--- src/rtl/result_packer.sv ---
// Packs result elements lane 0 first into DDR-width words and buffers the
// completed words in a small FIFO behind a valid/ready write port.
module result_packer #(
    parameter int unsigned ElemWidth     = 32,
    parameter int unsigned DdrDataWidth  = 512,
    parameter int unsigned WordFifoDepth = 4
) (
    input  logic                      clk_i,
    input  logic                      rst_i,
    input  logic [ElemWidth-1:0]      elem_i,
    input  logic                      elem_valid_i,
    input  logic                      elem_last_i,
    output logic                      elem_ready_o,
    output logic [DdrDataWidth-1:0]   ddr_data_o,
    output logic [DdrDataWidth/8-1:0] ddr_be_o,
    output logic                      ddr_valid_o,
    input  logic                      ddr_ready_i,
    output logic                      busy_o
);

    localparam int unsigned LanesPerWord = DdrDataWidth / ElemWidth;
    localparam int unsigned BytesPerLane = ElemWidth / 8;
    localparam int unsigned BeWidth      = DdrDataWidth / 8;
    localparam int unsigned LaneIdxW     = (LanesPerWord > 1) ? $clog2(LanesPerWord) : 1;
    localparam int unsigned PtrW         = $clog2(WordFifoDepth);
    localparam int unsigned CntW         = $clog2(WordFifoDepth + 1);

    localparam logic [LaneIdxW-1:0] LastLane = LaneIdxW'(LanesPerWord - 1);
    localparam logic [CntW-1:0]     FullCnt  = CntW'(WordFifoDepth);

    logic [DdrDataWidth-1:0] asm_data_q, asm_data_next;
    logic [BeWidth-1:0]      asm_be_q, asm_be_next;
    logic [LaneIdxW-1:0]     lane_q;

    logic [DdrDataWidth-1:0] mem_data [WordFifoDepth];
    logic [BeWidth-1:0]      mem_be   [WordFifoDepth];
    logic [PtrW-1:0]         head_q, tail_q;
    logic [CntW-1:0]         cnt_q;

    logic accept, commit, pop;

    assign elem_ready_o = (cnt_q != FullCnt);
    assign ddr_valid_o  = (cnt_q != '0);
    assign accept       = elem_valid_i && elem_ready_o;
    assign commit       = accept && ((lane_q == LastLane) || elem_last_i);
    assign pop          = ddr_valid_o && ddr_ready_i;
    assign busy_o       = (lane_q != '0) || (cnt_q != '0);

    assign ddr_data_o = ddr_valid_o ? mem_data[head_q] : '0;
    assign ddr_be_o   = ddr_valid_o ? mem_be[head_q]   : '0;

    // The word pushed on a commit includes the element accepted on that edge.
    always_comb begin
        asm_data_next = asm_data_q;
        asm_be_next   = asm_be_q;
        asm_data_next[lane_q*ElemWidth +: ElemWidth]      = elem_i;
        asm_be_next[lane_q*BytesPerLane +: BytesPerLane]  = '1;
    end

    always_ff @(posedge clk_i) begin
        if (rst_i) begin
            asm_data_q <= '0;
            asm_be_q   <= '0;
            lane_q     <= '0;
        end else if (commit) begin
            asm_data_q <= '0;
            asm_be_q   <= '0;
            lane_q     <= '0;
        end else if (accept) begin
            asm_data_q <= asm_data_next;
            asm_be_q   <= asm_be_next;
            lane_q     <= lane_q + 1'b1;
        end
    end

    always_ff @(posedge clk_i) begin
        if (commit && !rst_i) begin
            mem_data[tail_q] <= asm_data_next;
            mem_be[tail_q]   <= asm_be_next;
        end
    end

    always_ff @(posedge clk_i) begin
        if (rst_i) begin
            head_q <= '0;
            tail_q <= '0;
            cnt_q  <= '0;
        end else begin
            if (commit) tail_q <= tail_q + 1'b1;
            if (pop)    head_q <= head_q + 1'b1;
            case ({commit, pop})
                2'b10:   cnt_q <= cnt_q + 1'b1;
                2'b01:   cnt_q <= cnt_q - 1'b1;
                default: cnt_q <= cnt_q;
            endcase
        end
    end

endmodule

--- config.mk ---
export PLATFORM = sky130hd
export DESIGN_NAME = result_packer
export DESIGN_NICKNAME = d
export VERILOG_FILES = /design/src/rtl/result_packer.sv
export SDC_FILE = /design/constraint.sdc
export NUM_CORES = 2
export LEC_CHECK = 0
export BUFFER_PORTS_ARGS = -buffer_cell sky130_fd_sc_hd__buf_2
export CAP_MARGIN = 10
export CORE_AREA = 4 4 510 512
export CTS_CLUSTER_SIZE = 28
export DETAILED_ROUTE_END_ITERATION = 10
export DIE_AREA = 0 0 514 516
export PLACE_DENSITY = 0.59
export SYNTH_ARGS = -nofsm -noshare
export SYNTH_HDL_FRONTEND = slang
export SYNTH_SLANG_ARGS = --single-unit
--- constraint.sdc ---
create_clock -name clk_i -period 26.4 [get_ports clk_i]
set_clock_uncertainty 0.1 [all_clocks]
set_input_delay 5.28 -clock clk_i [delete_from_list [all_inputs] [get_ports clk_i]]
set_output_delay 5.28 -clock clk_i [all_outputs]
set_load 0.01 [all_outputs]
==> reports/results.tsv <==
metric	value	unit
outcome	finished clean	
Critical Path End Type	primary output	
synth top area cells	edfxtp_1, mux4_2, dfxtp_1, and2_1, mux2_2	
final standard cell utilization of the core	51.1	%
maximum fanout along the worst path	50	
die extent in y	516	microns
overall global routing resource usage	24.6	%
Max Buffers Root-to-Sink	4	
share of final-layout standard cells stronger than drive strength 1	26.4	%
Horiz. Die Dim	514	microns
row count	186	
Max IR drop VDD	0.0894	mV
worst-path cell chain	buf_4, buf_4, buf_4, mux4_2, and2_1, buf_2	
initial core utilization	44.7	%
worst hold-check slack	0.346	ns
startpoint types	register	
CP dominant cell by count	buf_4	
power per unit of standard cell area	91.7	mW/mm^2
number of sinks handled by clock tree synthesis	2893	
master cell of the clock root buffer	clkbuf_16	
setup fix buffers added after clock tree synthesis	0	
DRT antenna net count	0	
clock-pin slew of the registers on the worst-case setup and hold paths	0.06	ns
transition time at the pin with the least slew margin	1.25	ns
number of primary I/O pins	616	
buffer and inverter count on the worst path	4	
synthesized netlist net count	7116	
via count of the first global-routing pass	64500	
average size of a mapped cell	16.2	sq um
Post-synth EDFFs	2304	
via density per instance	5.84	
CORE AREA	0.256	sq mm
required time of the critical path	21.02	ns
count of instances resized after the clock tree is built	0	
clock insertion delay at the later pin of the skew report	0.96	ns
synthesis-stage register bit count	2893	
startpoint-to-endpoint class of the critical path	register to primary output	
CTS H-tree lvls	5	
top flip-flop cell by instance count after synthesis	edfxtp_1	
global placer's final weighted congestion	0.776	
number of library cell types mapped by synthesis	49	
total DRC errors in the routed layout	0	
Leak Pwr	44.9	nW
area added between synthesis and finish	14.1	%
Hold/Removal Path Class	register to register	
Die Outline Area	0.265	sq mm
detail-routed net length per standard cell	29.6	microns
sequential-to-total area share from yosys stat	70.8	%
post-layout minimum cycle time	11.00	ns
cell count after synthesis	7068	
cell accounting for the most synthesized area	edfxtp_1	
clock tree from TritonCTS	yes	
number of max-cap violations	0	
total count of hold-check failures in the final report	0	
Max stage delay cell, worst path	dfxtp_4	
length of the first detailed-routing pass in iterations	5	
delay of the slowest cell on the worst path	1.02	ns
Highest Clock Rate	0.0909	GHz
leftover overflow at the end of global routing	0	
DP Wirelength	200000	microns
Tcrit/Tclk final	41.7	%
unrepaired setup endpoints after global routing	false	
total of hold buffers inserted after clock tree synthesis	0	
Post-layout nets	7614	
final setup violation count	0	
vias post-DR	65500	
dominant delay contributor by cell family on the critical path	buffers and inverters	
number of buffers created by CTS	319	
total count of max-transition violations in the final report	0	
async set-or-reset flop fraction in the synthesized netlist	0	%
wire length of the first global-routing pass	473000	microns
aggregate negative setup slack	0	ns
total detailed-routing wirelength	332000	microns
count of buffers from port buffering	615	
top-area cell type share of the netlist area	60.5	%
arrival time at the worst endpoint	5.62	ns
initial antenna violation count	57	
maximum number of pins on one net before global-route repair	171	
combined area of all synthesized cells	0.114	sq mm
count of yosys warnings during synthesis	0	
Worst slew margin	16.4	%
violation count after the first detailed-route iteration	7561	
[path summary, 6_finish.rpt]
kind / from / end / slack (ns) / cells after the start
setup / recovery: register / ddr_data_o[171] / 15.40 / 6
hold / removal: asm_be_q[41] / asm_be_q[41] / 0.35 / 2
setup reg to reg: lane_q[0] / mem_data[1][425] / 21.31 / 8
hold reg to reg: asm_be_q[41] / asm_be_q[41] / 0.35 / 2
[per-layer routing]
metal | track usage [%] | up-vias | routed length (microns)
met2 | 38.6 | 2829 | 157000
met5 | 0 | - | 17
li1 | - | 28100 | -
met4 | 8.43 | 2 | 11000
met3 | 4.83 | 439 | 28000
met1 | 34.7 | 34200 | 137000
[synthesized netlist by cell type, drive strengths merged, types with 2 or more instances]
master / n
edfxtp: 2304
nand2: 618
dfxtp: 589
and2: 586
mux4: 576
o21ai: 546
clkbuf: 298
a21oi: 296
buf: 261
mux2: 256
o211ai: 167
nand3: 135
or3: 131
mux2i: 64
nor2: 63
nand2b: 50
o21a: 40
or2: 19
inv: 15
ha: 10
nand4: 9
and4: 7
nor2b: 5
xnor2: 4
xor2: 4
and3: 2
nor3: 2
nor3b: 2
nor4b: 2
[logic make-up after synthesis]
logic type               count (synthesis)  synth area share (%)
AO/OA/AOI/OAI                         1053                  5.10
XOR/XNOR                                 8                0.0678
adder cells (fa/ha/maj)                 11                 0.127
buffers and inverters                  574                  2.16
flip-flops                            2893                  70.8
multiplexers                           896                  14.4
AND/OR/NAND/NOR                       1633                  7.35
[through the flow]
stage	instances	total power [mW]	instance area, sq um	setup WS (ns)
4_1_cts	11200	12.1	131000	15.09
3_3_place_gp	10600	7.85	121000	16.08
3_5_place_dp	10600	7.86	121000	16.11
6_report	11200	12.0	131000	15.40
5_1_grt	11200	12.4	131000	14.78
2_1_floorplan	7068	6.75	114000	6.27
[report_power, final]
group / internal (mW) / leakage [nW] / switching, mW / total, mW
registers: 4.96 / 27.4 / 0.0446 / 5.01
logic: 1.07 / 12.5 / 1.62 / 2.69
clock network: 2.53 / 4.91 / 1.75 / 4.28
[worst min-delay path: cells and delay by family, from the launching register on]
| kind | cells | cell delay (ns) |
|---|---|---|
| compound gates | 1 | 0.05 |
| buf+inv | 1 | 0.05 |
| flops | 1 | 0.30 |
[registers in the layout, summed over array words and instances (netlist names), named ones only]
register and cells:
asm_data_q 512, head_q 2, lane_q 4, asm_be_q 64, mem_be 256, mem_data 2048
cnt_q 3, tail_q 2
[placed cells by master (no fill, tap or decap), types with 107 or more instances in the layout]
master     instances
a21oi_1          296
and2_1           581
buf_2            615
buf_4            107
clkbuf_16        325
dfxtp_1          587
edfxtp_1        2304
mux2_2           252
mux4_2           576
nand2_1          611
nand3_1          133
o211ai_1         164
o21ai_0          536
or3_1            130
[final cells by class]
| class | instances | area [sq um] |
|---|---|---|
| Fill cell | 21100 | 125000 |
| Clock inverter | 128 | 1110 |
| Tap cell | 3384 | 4230 |
| Timing Repair Buffer | 736 | 4160 |
| Inverter | 15 | 61.3 |
| Multi-Input combinational cell | 3601 | 31100 |
| Antenna cell | 24 | 60.1 |
| Sequential cell | 2893 | 81000 |
| Clock buffer | 438 | 8860 |
(Power assumes the default switching activity.)
